### src/rtl/unsat_clause_picker_pkg.sv
// unsat_clause_picker_pkg: shared SAT clause layout, picker state encoding and LFSR polynomial
package unsat_clause_picker_pkg;
  localparam int SAT_LIT_WIDTH = 12;
  localparam int SAT_LITS = 3;
  localparam int SAT_CLAUSE_WIDTH = SAT_LITS * SAT_LIT_WIDTH;
  localparam int SAT_VAR_WIDTH = SAT_LIT_WIDTH - 1;
  localparam logic [15:0] SAT_LFSR_TAPS = 16'hB400;
  typedef enum logic [1:0] {ST_IDLE, ST_DRAIN, ST_PRESENT} picker_state_t;
  typedef struct packed {
    logic neg;
    logic [SAT_VAR_WIDTH-1:0] var_idx;
  } sat_lit_t;
  function automatic sat_lit_t lit_at(input logic [SAT_CLAUSE_WIDTH-1:0] c, input int k);
    return sat_lit_t'(c[k*SAT_LIT_WIDTH +: SAT_LIT_WIDTH]);
  endfunction
  function automatic logic lit_empty(input sat_lit_t l);
    return l.var_idx == '0;
  endfunction
endpackage

### src/rtl/unsat_clause_picker_if.sv
// unsat_clause_picker_if: tree-read and selected-clause handshake bundle for the picker
interface unsat_clause_picker_if
  import unsat_clause_picker_pkg::*;
#(
  parameter int CLAUSE_WIDTH = SAT_CLAUSE_WIDTH,
  parameter int COUNT_WIDTH = 16
);
  logic start_i;
  logic fifo_empty_i;
  logic [CLAUSE_WIDTH-1:0] fifo_clause_i;
  logic fifo_rden_o;
  logic [CLAUSE_WIDTH-1:0] sel_clause_o;
  logic sel_valid_o;
  logic sel_ready_i;
  logic none_o;
  logic busy_o;
  logic [COUNT_WIDTH-1:0] unsat_count_o;
  modport master (
    input start_i, fifo_empty_i, fifo_clause_i, sel_ready_i,
    output fifo_rden_o, sel_clause_o, sel_valid_o, none_o, busy_o, unsat_count_o
  );
  modport slave (
    output start_i, fifo_empty_i, fifo_clause_i, sel_ready_i,
    input fifo_rden_o, sel_clause_o, sel_valid_o, none_o, busy_o, unsat_count_o
  );
endinterface

### src/rtl/unsat_clause_picker_lfsr_galois.sv
// lfsr_galois: free-running right-shifting Galois LFSR, shared with the flip stage for tie-breaking
module lfsr_galois
  import unsat_clause_picker_pkg::*;
#(
  parameter int WIDTH = 16,
  parameter logic [WIDTH-1:0] SEED = WIDTH'(16'hACE1),
  parameter logic [WIDTH-1:0] TAPS = WIDTH'(SAT_LFSR_TAPS)
) (
  input logic clk,
  input logic reset,
  output logic [WIDTH-1:0] q
);
  // the bit shifted out of the bottom feeds back into every tap position
  always_ff @(posedge clk or posedge reset)
    if (reset) q <= SEED;
    else q <= (q >> 1) ^ (q[0] ? TAPS : '0);
endmodule

### src/rtl/unsat_clause_picker.sv
// unsat_clause_picker: drains the unsat-clause tree each round and offers one pseudo-randomly chosen clause
module unsat_clause_picker
  import unsat_clause_picker_pkg::*;
#(
  parameter int CLAUSE_WIDTH = SAT_CLAUSE_WIDTH,
  parameter int SKIP_WIDTH = 4,
  parameter int LFSR_WIDTH = 16,
  parameter logic [LFSR_WIDTH-1:0] LFSR_SEED = LFSR_WIDTH'(16'hACE1),
  parameter int SETTLE_CYCLES = 4,
  parameter int COUNT_WIDTH = 16
) (
  input logic clk,
  input logic reset,
  unsat_clause_picker_if.master bus
);
  localparam int PW = SKIP_WIDTH + 1;
  picker_state_t state;
  logic [LFSR_WIDTH-1:0] lfsr;
  logic [SKIP_WIDTH-1:0] skip;
  logic [PW-1:0] pop_idx;
  logic [COUNT_WIDTH-1:0] cnt;
  logic [CLAUSE_WIDTH-1:0] pick;
  logic [3:0] quiet;
  logic have, rd_q, idle_tick, quiet_hit, lfsr_unused;
  lfsr_galois #(.WIDTH(LFSR_WIDTH), .SEED(LFSR_SEED), .TAPS(LFSR_WIDTH'(SAT_LFSR_TAPS))) u_lfsr (
    .clk(clk),
    .reset(reset),
    .q(lfsr)
  );
  assign lfsr_unused = ^lfsr[LFSR_WIDTH-1:SKIP_WIDTH];
  assign bus.fifo_rden_o = state == ST_DRAIN && !bus.fifo_empty_i;
  assign bus.sel_clause_o = pick;
  assign idle_tick = bus.fifo_empty_i && !rd_q;
  assign quiet_hit = idle_tick && quiet + 4'd1 == 4'(SETTLE_CYCLES);
  // round sequencing: drain with pick/count bookkeeping, then present or report an empty round
  always_ff @(posedge clk or posedge reset) begin
    if (reset) begin
      state <= ST_IDLE;
      skip <= '0;
      pop_idx <= '0;
      cnt <= '0;
      quiet <= '0;
      have <= 1'b0;
      rd_q <= 1'b0;
      pick <= '0;
      bus.sel_valid_o <= 1'b0;
      bus.none_o <= 1'b0;
      bus.busy_o <= 1'b0;
      bus.unsat_count_o <= '0;
    end else begin
      rd_q <= bus.fifo_rden_o;
      bus.none_o <= 1'b0;
      case (state)
        ST_IDLE: if (bus.start_i) begin
          state <= ST_DRAIN;
          bus.busy_o <= 1'b1;
          skip <= lfsr[SKIP_WIDTH-1:0];
          pop_idx <= '0;
          cnt <= '0;
          have <= 1'b0;
          quiet <= '0;
        end
        ST_DRAIN: begin
          if (rd_q) begin
            cnt <= &cnt ? cnt : cnt + COUNT_WIDTH'(1);
            pop_idx <= &pop_idx ? pop_idx : pop_idx + PW'(1);
            if (pop_idx <= {1'b0, skip}) begin
              pick <= bus.fifo_clause_i;
              have <= 1'b1;
            end
          end
          quiet <= idle_tick ? quiet + 4'd1 : '0;
          if (quiet_hit) begin
            bus.unsat_count_o <= cnt;
            state <= have ? ST_PRESENT : ST_IDLE;
            bus.sel_valid_o <= have;
            bus.busy_o <= have;
            bus.none_o <= !have;
          end
        end
        ST_PRESENT: if (bus.sel_ready_i) begin
          state <= ST_IDLE;
          bus.sel_valid_o <= 1'b0;
          bus.busy_o <= 1'b0;
        end
        default: state <= ST_IDLE;
      endcase
    end
  end
endmodule
### src/flat_wrapper.sv
// flat-port wrapper written by rule: the top's interface ports become plain ports
module unsat_clause_picker_flat import unsat_clause_picker_pkg::*;
#(
  parameter int CLAUSE_WIDTH = SAT_CLAUSE_WIDTH,
  parameter int SKIP_WIDTH = 4,
  parameter int LFSR_WIDTH = 16,
  parameter logic [LFSR_WIDTH-1:0] LFSR_SEED = LFSR_WIDTH'(16'hACE1),
  parameter int SETTLE_CYCLES = 4,
  parameter int COUNT_WIDTH = 16
)
  (clk, reset, bus_start_i, bus_fifo_empty_i, bus_fifo_clause_i, bus_sel_ready_i, bus_fifo_rden_o, bus_sel_clause_o, bus_sel_valid_o, bus_none_o, bus_busy_o, bus_unsat_count_o);
  unsat_clause_picker_if #(.CLAUSE_WIDTH(CLAUSE_WIDTH), .COUNT_WIDTH(COUNT_WIDTH)) bus_i ();
  input logic clk;
  input logic reset;
  input wire logic [$bits(bus_i.start_i)-1:0] bus_start_i;
  input wire logic [$bits(bus_i.fifo_empty_i)-1:0] bus_fifo_empty_i;
  input wire logic [$bits(bus_i.fifo_clause_i)-1:0] bus_fifo_clause_i;
  input wire logic [$bits(bus_i.sel_ready_i)-1:0] bus_sel_ready_i;
  output wire logic [$bits(bus_i.fifo_rden_o)-1:0] bus_fifo_rden_o;
  output wire logic [$bits(bus_i.sel_clause_o)-1:0] bus_sel_clause_o;
  output wire logic [$bits(bus_i.sel_valid_o)-1:0] bus_sel_valid_o;
  output wire logic [$bits(bus_i.none_o)-1:0] bus_none_o;
  output wire logic [$bits(bus_i.busy_o)-1:0] bus_busy_o;
  output wire logic [$bits(bus_i.unsat_count_o)-1:0] bus_unsat_count_o;
  assign bus_i.start_i = bus_start_i;
  assign bus_i.fifo_empty_i = bus_fifo_empty_i;
  assign bus_i.fifo_clause_i = bus_fifo_clause_i;
  assign bus_i.sel_ready_i = bus_sel_ready_i;
  assign bus_fifo_rden_o = bus_i.fifo_rden_o;
  assign bus_sel_clause_o = bus_i.sel_clause_o;
  assign bus_sel_valid_o = bus_i.sel_valid_o;
  assign bus_none_o = bus_i.none_o;
  assign bus_busy_o = bus_i.busy_o;
  assign bus_unsat_count_o = bus_i.unsat_count_o;
  unsat_clause_picker #(.CLAUSE_WIDTH(CLAUSE_WIDTH), .SKIP_WIDTH(SKIP_WIDTH), .LFSR_WIDTH(LFSR_WIDTH), .LFSR_SEED(LFSR_SEED), .SETTLE_CYCLES(SETTLE_CYCLES), .COUNT_WIDTH(COUNT_WIDTH)) u_core (.clk(clk), .reset(reset), .bus(bus_i));
endmodule
### config.mk
export PLATFORM = sky130hd
export DESIGN_NAME = unsat_clause_picker_flat
export DESIGN_NICKNAME = d
export VERILOG_FILES = /design/src/rtl/unsat_clause_picker_pkg.sv /design/src/rtl/unsat_clause_picker_if.sv /design/src/rtl/unsat_clause_picker_lfsr_galois.sv /design/src/rtl/unsat_clause_picker.sv /design/src/flat_wrapper.sv
export SDC_FILE = /design/constraint.sdc
export NUM_CORES = 1
export LEC_CHECK = 0
export ABC_AREA = 1
export BUFFER_PORTS_ARGS = -buffer_cell sky130_fd_sc_hd__buf_2
export CORE_ASPECT_RATIO = 0.9
export CORE_UTILIZATION = 54
export DETAILED_ROUTE_END_ITERATION = 6
export HOLD_SLACK_MARGIN = 0.06
export PLACE_DENSITY = 0.86
export RECOVER_POWER = 25
export SETUP_SLACK_MARGIN = 0.02
export SYNTH_ARGS = -nofsm -noshare
export SYNTH_HDL_FRONTEND = slang
export SYNTH_SLANG_ARGS = --single-unit
### constraint.sdc
create_clock -name clk -period 4.75 [get_ports clk]
set_input_delay 0.95 -clock clk [delete_from_list [all_inputs] [get_ports clk]]
set_output_delay 0.95 -clock clk [all_outputs]
set_load 0.005 [all_outputs]
==> flow_summary.json <==
{
  "cts-buffers-inserted": 9,
  "syn_inst": 533,
  "synth_cell_type_count": 27,
  "first_pass_iters": 5,
  "dpl.cell_count": 710,
  "finalSetupTns_ns": 0,
  "drv_cap": 1,
  "nets": 675,
  "violations": "capacitance limit, slew limit",
  "grt_pass1_wl_um": 16300,
  "postCtsHoldBufs": 0,
  "clk_pin_slew_ns": 0.10,
  "core_area_um2": 8150,
  "num_vias": 3886,
  "power_density_nw_per_um2": 496,
  "irDropWorstVdd_mv": 0.221,
  "clock-root-buffer": "clkbuf_8",
  "clock_latency_ns": 0.37,
  "status": "finished with violations",
  "crit_arrival_ns": 2.23,
  "h-tree-depth": 3,
  "gp_congestion": 0.907,
  "grt_pass1_vias": 3475,
  "tightest_slew_ns": 3.19,
  "power_leakage_nw": 2.79,
  "min_period_over_period": 0.670,
  "yosysSeqAreaShare": 0.569,
  "place_hpwl_um": 7030,
  "die_h_um": 89.5,
  "ant_nets": 0,
  "grt_max_degree": 77,
  "crit_type": "reg2out",
  "syn_area_um2": 4590,
  "die_w_um": 99.2,
  "crit_fanout": 25,
  "ys_ff_latch": 104,
  "cts_sinks": 104,
  "dr.first_iter.drc_count": 264,
  "critPathLaunchType": "flop",
  "totalWireLength_um": 10000,
  "hold_path_depth": 0,
  "relSlewSlack": -1.14,
  "start_util": 0.564,
  "yosysWarningCount": 0,
  "hold_viol_final": 0,
  "syn_nets": 586,
  "hold_class": "reg2reg",
  "final-max-slew-violation-count": 77,
  "grt-ovfl-total": 0,
  "routedWlPerCell_um": 13.8,
  "port_buffers": 96,
  "max_freq_mhz": 314,
  "die-area_um2": 8880,
  "rows": 31,
  "cts_buffer_depth": 2,
  "viasPerCell": 5.35,
  "cts_setup_buffers": 0,
  "route.detailed.drc": 0,
  "r2r-end": "u_core.bus.sel_clause_o[31]",
  "setup_viol": 0,
  "rr_startpoint": "u_core.state[1]",
  "reg2reg_depth": 8,
  "antenna_found_initial": 0,
  "rsz0062_at_grt": "no",
  "fin_skew_ns": 0.0112,
  "holdPathEnd": "u_core.u_lfsr.q[6]",
  "io_pins": 97,
  "syn_to_final_growth_pct": 15.4,
  "rrSetupSlack_ns": 1.71,
  "worst_setup_path_end_kind": "primary output",
  "avgSynthCellArea_um2": 8.62,
  "period_needed_ns": 3.18,
  "insertedDiodeCount": 0,
  "track_usage": 0.234,
  "hold_start": "u_core.u_lfsr.q[7]",
  "drive_above_1_share": 0.203,
  "critical_path_required_ns": 3.80,
  "cts_resized": 0,
  "stdcell_count": 726,
  "cts_tree": "yes"
}
==> routing by layer <==
metal | vias up | share of wire | GRT usage
li1 | 1879 | - | -
met1 | 1848 | 0.45 | 0.316
met2 | 143 | 0.48 | 0.383
met3 | 16 | 0.055 | 0.0508
met4 | 0 | 0.015 | 0.0749
met5 | - | 0 | 0
==> metrics by stage <==
step                      cell area [um2]   util  power (W)  setup WS [ns]  hold WS, ns
final                                5300  0.651    0.00263           1.57        0.361
after global placement               5120  0.628    0.00206           1.87        0.339
after global routing                 5300  0.651    0.00282           1.31        0.369
after detailed placement             5120  0.628    0.00212           1.74        0.341
after CTS                            5300  0.651    0.00264           1.56        0.364
after floorplan                      4590      -    0.00180           1.08        0.331
==> cells in the final DEF (no fill, tap or decap), types with 7 or more instances in the layout <==
master | netlist | routed
nand3_1 | 64 | 64
dfrtp_1 | 96 | 96
buf_2 | 8 | 96
nand2_1 | 173 | 173
o21ai_0 | 41 | 41
inv_1 | 47 | 46
ha_1 | 12 | 12
clkbuf_8 | 0 | 10
nor2_1 | 35 | 35
nand4_1 | 11 | 11
dfstp_2 | 8 | 7
xor2_1 | 8 | 8
==> worst max path at each step <==
stage                               start                          end  slack, ns  cells past startpoint
final                     u_core.state[1]              bus_fifo_rden_o       1.57                      5
after global routing                reset  u_core.bus.sel_clause_o[18]       1.31                      3
after CTS                 u_core.state[1]              bus_fifo_rden_o       1.56                      5
after detailed placement  u_core.state[1]  u_core.bus.sel_clause_o[31]       1.74                      8
after global placement    u_core.state[1]   u_core.bus.sel_clause_o[2]       1.87                      8
after floorplan                     reset            u_core.bus.busy_o       1.08                      1
==> cells by family (layout without fill, tap and decap cells) <==
kind of cell	count (synthesis)	after routing	share of synthesized area
DFF	104	104	0.569
AOI/OAI and AO/OA	50	50	0.0561
and+or+nand+nor	289	289	0.263
buffers and inverters	69	163	0.0621
adders and majority gates	12	12	0.0327
xor gates and xnor gates	9	9	0.0172
==> flip-flops by register name, indices dropped and copies added, names as in the netlist <==
| name | count |
|---|---|
| u_core.pop_idx | 5 |
| u_core.skip | 4 |
| u_core.bus.unsat_count_o | 16 |
| u_core.cnt | 16 |
| u_core.quiet | 4 |
| u_core.u_lfsr.q | 16 |
| u_core.rd_q | 1 |
| u_core.state | 2 |
| u_core.bus.sel_valid_o | 1 |
| u_core.bus.busy_o | 1 |
| u_core.bus.none_o | 1 |
| u_core.bus.sel_clause_o | 36 |
| u_core.have | 1 |
==> synthesized netlist by cell type (all sizes together) <==
cell type | n | area, um2
nand2 | 174 | 656
dfrtp | 96 | 2400
nand3 | 64 | 320
inv | 48 | 180
o21ai | 43 | 215
nor2 | 37 | 144
buf | 13 | 73.8
ha | 12 | 150
nand4 | 11 | 68.8
clkbuf | 8 | 31.3
dfstp | 8 | 210
xor2 | 8 | 70.1
a21oi | 3 | 15.0
o22ai | 2 | 12.5
a21o | 1 | 7.51
nand3b | 1 | 7.51
nor3 | 1 | 5.00
o211ai | 1 | 7.51
or2 | 1 | 6.26
xnor2 | 1 | 8.76
==> cell type report <==
| cell class | instances | area, um2 |
|---|---|---|
| clock buffer | 10 | 138 |
| clock inverter | 6 | 48.8 |
| fill | 638 | 2840 |
| inverter | 48 | 181 |
| multi-input combinational | 360 | 1690 |
| sequential | 104 | 2610 |
| tap | 99 | 124 |
| timing repair buffer | 99 | 503 |
==> critical path, cell delays in order, from the launching register on <==
cell     delay, ns
dfrtp_1       0.41
inv_1         0.10
ha_1          0.78
inv_2         0.25
nor2_1        0.18
buf_2         0.13
==> power by group <==
| part | total, W | internal (W) | leakage (nW) | switching (W) |
|---|---|---|---|---|
| sequential | 0.00122 | 0.00109 | 1.35 | 0.000129 |
| clock | 0.000527 | 0.000212 | 0.0976 | 0.000315 |
| combinational | 0.000887 | 0.000311 | 1.35 | 0.000576 |
Note: power is estimated with default switching activity, not from simulation.
